--- src/rtl/booth_pkg.sv ---
// Shared types and helpers for the iterative Booth multiplier.
package booth_pkg;

  typedef enum logic [1:0] {
    IDLE = 2'd0,
    CALC = 2'd1,
    DONE = 2'd2
  } state_t;

  function automatic int clog2(input int v);
    int r;
    r = 0;
    for (int i = 0; i < 32; i++)
      if ((1 << r) < v) r++;
    return r;
  endfunction

endpackage

--- src/rtl/booth_seq_mult_if.sv ---
// Operand/result handshake bundle for booth_seq_mult.
interface booth_seq_mult_if #(
  parameter int WIDTH = 8
);
  logic               in_valid;
  logic               in_ready;
  logic               in_signed;
  logic [WIDTH-1:0]   in_x;
  logic [WIDTH-1:0]   in_y;
  logic               out_valid;
  logic               out_ready;
  logic [2*WIDTH-1:0] out_p;
  logic               out_neg;
  logic               busy;

  modport master (
    output in_valid, in_signed, in_x, in_y, out_ready,
    input  in_ready, out_valid, out_p, out_neg, busy
  );

  modport slave (
    input  in_valid, in_signed, in_x, in_y, out_ready,
    output in_ready, out_valid, out_p, out_neg, busy
  );
endinterface

--- src/rtl/booth_step.sv ---
// One radix-2 Booth iteration: add/sub the multiplicand, then arithmetic
// right shift of {A,Q,q_1}.
module booth_step #(
  parameter int W = 9
) (
  input  logic [W-1:0] a,
  input  logic [W-1:0] m,
  input  logic [W-1:0] q,
  input  logic         q_1,
  output logic [W-1:0] a_nxt,
  output logic [W-1:0] q_nxt,
  output logic         q_1_nxt
);
  logic [W-1:0] sum;

  always_comb begin
    unique case ({q[0], q_1})
      2'b10:   sum = a - m;
      2'b01:   sum = a + m;
      default: sum = a;
    endcase
    a_nxt   = {sum[W-1], sum[W-1:1]};
    q_nxt   = {sum[0], q[W-1:1]};
    q_1_nxt = q[0];
  end
endmodule

--- src/rtl/booth_seq_mult.sv ---
// Iterative radix-2 Booth multiplier, one multiplier bit per clock, with
// valid/ready on operands and result and optional magnitude+sign output.
module booth_seq_mult
  import booth_pkg::*;
#(
  parameter int WIDTH   = 8,
  parameter bit ABS_OUT = 1'b1
) (
  input  logic             clk,
  input  logic             rst,
  booth_seq_mult_if.slave  bus
);
  localparam int EW = WIDTH + 1;
  localparam int CW = clog2(WIDTH + 2);

  state_t             state, state_nxt;
  logic [EW-1:0]      a_r, q_r, m_r;
  logic               q1_r;
  logic [CW-1:0]      cnt;
  logic               sgn_r;
  logic [2*WIDTH-1:0] p_r;
  logic               neg_r;

  logic [EW-1:0]      a_s, q_s;
  logic               q1_s;
  logic [2*WIDTH-1:0] prod, prod_out;
  logic               prod_neg;
  logic               last_step;

  booth_step #(.W(EW)) u_step (
    .a       (a_r),
    .m       (m_r),
    .q       (q_r),
    .q_1     (q1_r),
    .a_nxt   (a_s),
    .q_nxt   (q_s),
    .q_1_nxt (q1_s)
  );

  // Operands are widened by one bit, so the low 2*WIDTH bits are exact in both modes.
  assign prod      = {a_s[WIDTH-2:0], q_s};
  assign prod_neg  = ABS_OUT && sgn_r && prod[2*WIDTH-1];
  assign prod_out  = prod_neg ? -prod : prod;
  assign last_step = (cnt == CW'(1));

  always_ff @(posedge clk or posedge rst) begin
    if (rst) state <= IDLE;
    else     state <= state_nxt;
  end

  always_comb begin
    state_nxt = state;
    unique case (state)
      IDLE:    if (bus.in_valid) state_nxt = CALC;
      CALC:    if (last_step)    state_nxt = DONE;
      DONE:    if (bus.out_ready) state_nxt = IDLE;
      default: state_nxt = IDLE;
    endcase
  end

  always_ff @(posedge clk or posedge rst) begin
    if (rst) begin
      a_r   <= '0;
      q_r   <= '0;
      m_r   <= '0;
      q1_r  <= 1'b0;
      cnt   <= '0;
      sgn_r <= 1'b0;
      p_r   <= '0;
      neg_r <= 1'b0;
    end else begin
      unique case (state)
        IDLE: if (bus.in_valid) begin
          a_r   <= '0;
          q_r   <= {bus.in_signed & bus.in_x[WIDTH-1], bus.in_x};
          m_r   <= {bus.in_signed & bus.in_y[WIDTH-1], bus.in_y};
          q1_r  <= 1'b0;
          cnt   <= CW'(WIDTH + 1);
          sgn_r <= bus.in_signed;
        end
        CALC: begin
          a_r  <= a_s;
          q_r  <= q_s;
          q1_r <= q1_s;
          cnt  <= cnt - CW'(1);
          if (last_step) begin
            p_r   <= prod_out;
            neg_r <= prod_neg;
          end
        end
        default: ;
      endcase
    end
  end

  assign bus.in_ready  = (state == IDLE);
  assign bus.out_valid = (state == DONE);
  assign bus.busy      = (state == CALC);
  assign bus.out_p     = p_r;
  assign bus.out_neg   = neg_r;
endmodule

--- src/flat_wrapper.sv ---
// flat-port wrapper written by rule: the top's interface ports become plain ports
module booth_seq_mult_flat import booth_pkg::*;
#(
  parameter int WIDTH   = 8,
  parameter bit ABS_OUT = 1'b1
)
  (clk, rst, bus_in_valid, bus_in_signed, bus_in_x, bus_in_y, bus_out_ready, bus_in_ready, bus_out_valid, bus_out_p, bus_out_neg, bus_busy);
  booth_seq_mult_if #(.WIDTH(WIDTH)) bus_i ();
  input  logic clk;
  input  logic rst;
  input wire logic [$bits(bus_i.in_valid)-1:0] bus_in_valid;
  input wire logic [$bits(bus_i.in_signed)-1:0] bus_in_signed;
  input wire logic [$bits(bus_i.in_x)-1:0] bus_in_x;
  input wire logic [$bits(bus_i.in_y)-1:0] bus_in_y;
  input wire logic [$bits(bus_i.out_ready)-1:0] bus_out_ready;
  output wire logic [$bits(bus_i.in_ready)-1:0] bus_in_ready;
  output wire logic [$bits(bus_i.out_valid)-1:0] bus_out_valid;
  output wire logic [$bits(bus_i.out_p)-1:0] bus_out_p;
  output wire logic [$bits(bus_i.out_neg)-1:0] bus_out_neg;
  output wire logic [$bits(bus_i.busy)-1:0] bus_busy;
  assign bus_i.in_valid = bus_in_valid;
  assign bus_i.in_signed = bus_in_signed;
  assign bus_i.in_x = bus_in_x;
  assign bus_i.in_y = bus_in_y;
  assign bus_i.out_ready = bus_out_ready;
  assign bus_in_ready = bus_i.in_ready;
  assign bus_out_valid = bus_i.out_valid;
  assign bus_out_p = bus_i.out_p;
  assign bus_out_neg = bus_i.out_neg;
  assign bus_busy = bus_i.busy;
  booth_seq_mult #(.WIDTH(WIDTH), .ABS_OUT(ABS_OUT)) u_core (.clk(clk), .rst(rst), .bus(bus_i));
endmodule
--- config.mk ---
export PLATFORM = sky130hd
export DESIGN_NAME = booth_seq_mult_flat
export DESIGN_NICKNAME = d
export VERILOG_FILES = /design/src/rtl/booth_pkg.sv /design/src/rtl/booth_seq_mult_if.sv /design/src/rtl/booth_step.sv /design/src/rtl/booth_seq_mult.sv /design/src/flat_wrapper.sv
export SDC_FILE = /design/constraint.sdc
export NUM_CORES = 1
export LEC_CHECK = 0
export BUFFER_PORTS_ARGS = -buffer_cell sky130_fd_sc_hd__buf_2
export CORE_MARGIN = 8
export CORE_UTILIZATION = 50
export DETAILED_ROUTE_END_ITERATION = 8
export PLACE_DENSITY_LB_ADDON = 0.2
export SLEW_MARGIN = 20
export SYNTH_ARGS = -nofsm -noshare
export SYNTH_HDL_FRONTEND = slang
export SYNTH_SLANG_ARGS = --single-unit
--- constraint.sdc ---
create_clock -name clk -period 7.18 [get_ports clk]
set_clock_uncertainty 0.15 [all_clocks]
set_input_delay 0 -clock clk [delete_from_list [all_inputs] [get_ports clk]]
set_output_delay 0 -clock clk [all_outputs]
set_load 0.02 [all_outputs]
==> flow_summary.ini <==
[critical_path]
crit_type = flip-flop to flip-flop
cp.depth = 14
cpMaxStageDelayCell = nor3b_2
cp_cell_sequence = inv_1, ha_1, nand2_1, nor3_1, nor2_1, xor2_1, ha_1, a21oi_1, mux2i_1, mux2i_1, nor3b_2, o21ai_0, xor2_1, o21ai_0
worst_ep_arrival_time_ns = 3.96
end_kind = flip-flop
path_max_fanout = 15
cpLargestDelayFamily = simple AND/OR/NAND/NOR gates
worst_ep_required_time_ns = 7.26
crit_buf_inv = 1
worst_r2r_path_depth = 14
critPathLaunchType = flip-flop
slowest_delay_ns = 0.75

[detailed_routing]
vias = 2575
routed_wl_um = 6910
drtIter0Drc = 165
viasPerCell = 5.51
drtAntennaViolNets = 0
drt_pass1_iterations = 4
drc_errors = 0
wl_per_cell_um = 14.8

[global_route]
grt_antenna_before_repair = 0
track_usage_pct = 16.8
grt_pass1_wl_um = 12100
grt_overflow = 0
first_global_vias = 2599
grt_max_degree = 52

[timing]
setup_tns_ns = 0
post-route-min-period_ns = 3.88
finalMaxSlewViolations = 0
max_freq_mhz = 258
relSlewSlack_pct = 33.1
hold_viol_final = 0
fin_crit_sh_pct = 54.0
rsz0062_at_grt = no
final-setup-viol-count = 0
tightest_slew_ns = 1.00

[floorplanning]
rows = 28
fp.dieArea_mm2 = 0.00879
core_area_mm2 = 0.00589
die_w_um = 93.7
die_h_um = 93.7
io_pins = 41
initial_utilization_pct = 51.3

[yosys]
synth_flop_cell = dfrtp_1
synth_cell_types = 53
synth.cell_area_mm2 = 0.00302
netlist.area_leader.share_pct = 42.2
yosys_warnings = 0
synth_top_area_cell = dfrtp_1
synthCells = 340
synthArstFlopShare_pct = 100
synth-edff-count = 0
syn_area_per_cell_um2 = 8.89
syn_nets = 375
ys_seq_elements = 51
ys_seq_area_share_pct = 42.2
synth_area_leaders = dfrtp_1 (42%), nand2_1 (9.1%), ha_1 (5.4%)

[layout]
antenna_cells = 0
drive_gt1_share_pct = 16.3
syn_to_final_growth_pct = 17.1
mostFrequentLayoutCells = nand2_1 (73), dfrtp_1 (51), buf_2 (40)
final_common_cell = nand2_1
fin_nets = 426

[cts]
cts_buffers = 5
cts_tree = yes
htree_levels = 2
cts_resized = 0
root_buffer = clkbuf_8
clk_pin_slew_ns = 0.11
clock_latency_ns = 0.31
cts_buffer_depth = 2
clock-sinks = 51

[placement]
place_congestion = 0.918
hpwl_um = 4830
portBuffers = 40

[outcome]
outcome = complete, no violations

[job]
max_cap_viol_count = 0

[min_path]
hold_path.class = input pin to asynchronous set/reset pin
[metal layers]
metal	routed length [µm]	global-route usage [%]	share of wire [%]
met2	3250	27.4	47
met1	3190	22.1	46
met3	421	3.28	6.1
met5	0	0	0
met4	41	4.49	0.59
[flip-flops by register name (all words and copies together), names as in the netlist]
name and flops:
u_core.bus.out_p 16, u_core.m_r 9, u_core.q_r 9, u_core.a_r 8, u_core.cnt 4, u_core.state 2
u_core.bus.out_neg 1, u_core.q1_r 1, u_core.sgn_r 1
[cell families (layout without fill, tap and decap cells)]
logic type | count (synthesis) | count (layout) | synth area share (%)
mux | 9 | 9 | 3.19
fa+ha+maj | 14 | 14 | 6.05
compound gates | 72 | 72 | 15.6
buf+inv | 30 | 82 | 4.06
xor+xnor | 23 | 23 | 6.67
flops | 51 | 51 | 42.2
simple gates | 141 | 141 | 22.2
[area by class of cell]
class	count	area, µm²
Clock buffer	5	68.8
Clock inverter	3	27.5
Fill cell	528	2350
Inverter	15	57.6
Multi-Input combinational cell	259	1620
Sequential cell	51	1280
Tap cell	75	93.8
Timing Repair Buffer	59	390
[synthesized netlist by cell type, drive strengths merged (2+ instances only)]
| library cell | n |
|---|---|
| a211o | 2 |
| a21oi | 10 |
| a221o | 3 |
| a22oi | 6 |
| a31oi | 2 |
| buf | 4 |
| clkbuf | 11 |
| dfrtp | 51 |
| ha | 13 |
| inv | 15 |
| mux2 | 5 |
| mux2i | 4 |
| nand2 | 73 |
| nand2b | 4 |
| nand3 | 14 |
| nand3b | 2 |
| nor2 | 18 |
| nor2b | 3 |
| nor3 | 12 |
| nor3b | 3 |
| nor4b | 4 |
| o211ai | 2 |
| o21ai | 31 |
| o311ai | 2 |
| o31ai | 4 |
| xnor2 | 10 |
| xor2 | 13 |
[stage by stage]
stage / util [%] / area (µm²) / cells / setup WS (ns) / hold slack (ns)
after floorplan: - / 3020 / 340 / 3.96 / -0.0446
after global placement: 55.2 / 3250 / 440 / 3.57 / 0.0387
after detailed placement: 55.2 / 3250 / 440 / 3.40 / 0.0445
after CTS: 60.1 / 3540 / 467 / 3.32 / 0.252
after global routing: 60.1 / 3540 / 467 / 2.92 / 0.283
final: 60.1 / 3540 / 467 / 3.30 / 0.229
[worst paths after layout]
path,from,endpoint,slack (ns)
setup reg to reg,u_core.m_r[0],u_core.bus.out_p[10],3.30
hold / removal,rst,u_core.cnt[1],0.23
setup / recovery,u_core.m_r[0],u_core.bus.out_p[10],3.30
hold reg to reg,u_core.bus.out_p[11],u_core.bus.out_p[11],0.34
min in group clk,bus_out_ready,u_core.state[1],0.26
max in group asynchronous,rst,u_core.m_r[7],6.14
[tightest hold or removal path, delay by kind of cell]
| kind | cells | cell delay, ns |
|---|---|---|
| buf+inv | 3 | 1.22 |
[repair_timing]
item | CTS | global route
hold buffers | 19 | 0
hold endpoints to repair | 71 | 0
buffers inserted | 0 | 0
Power is not shown: default switching activity piles up to over one toggle a cycle in this logic, so the estimate is an artifact.
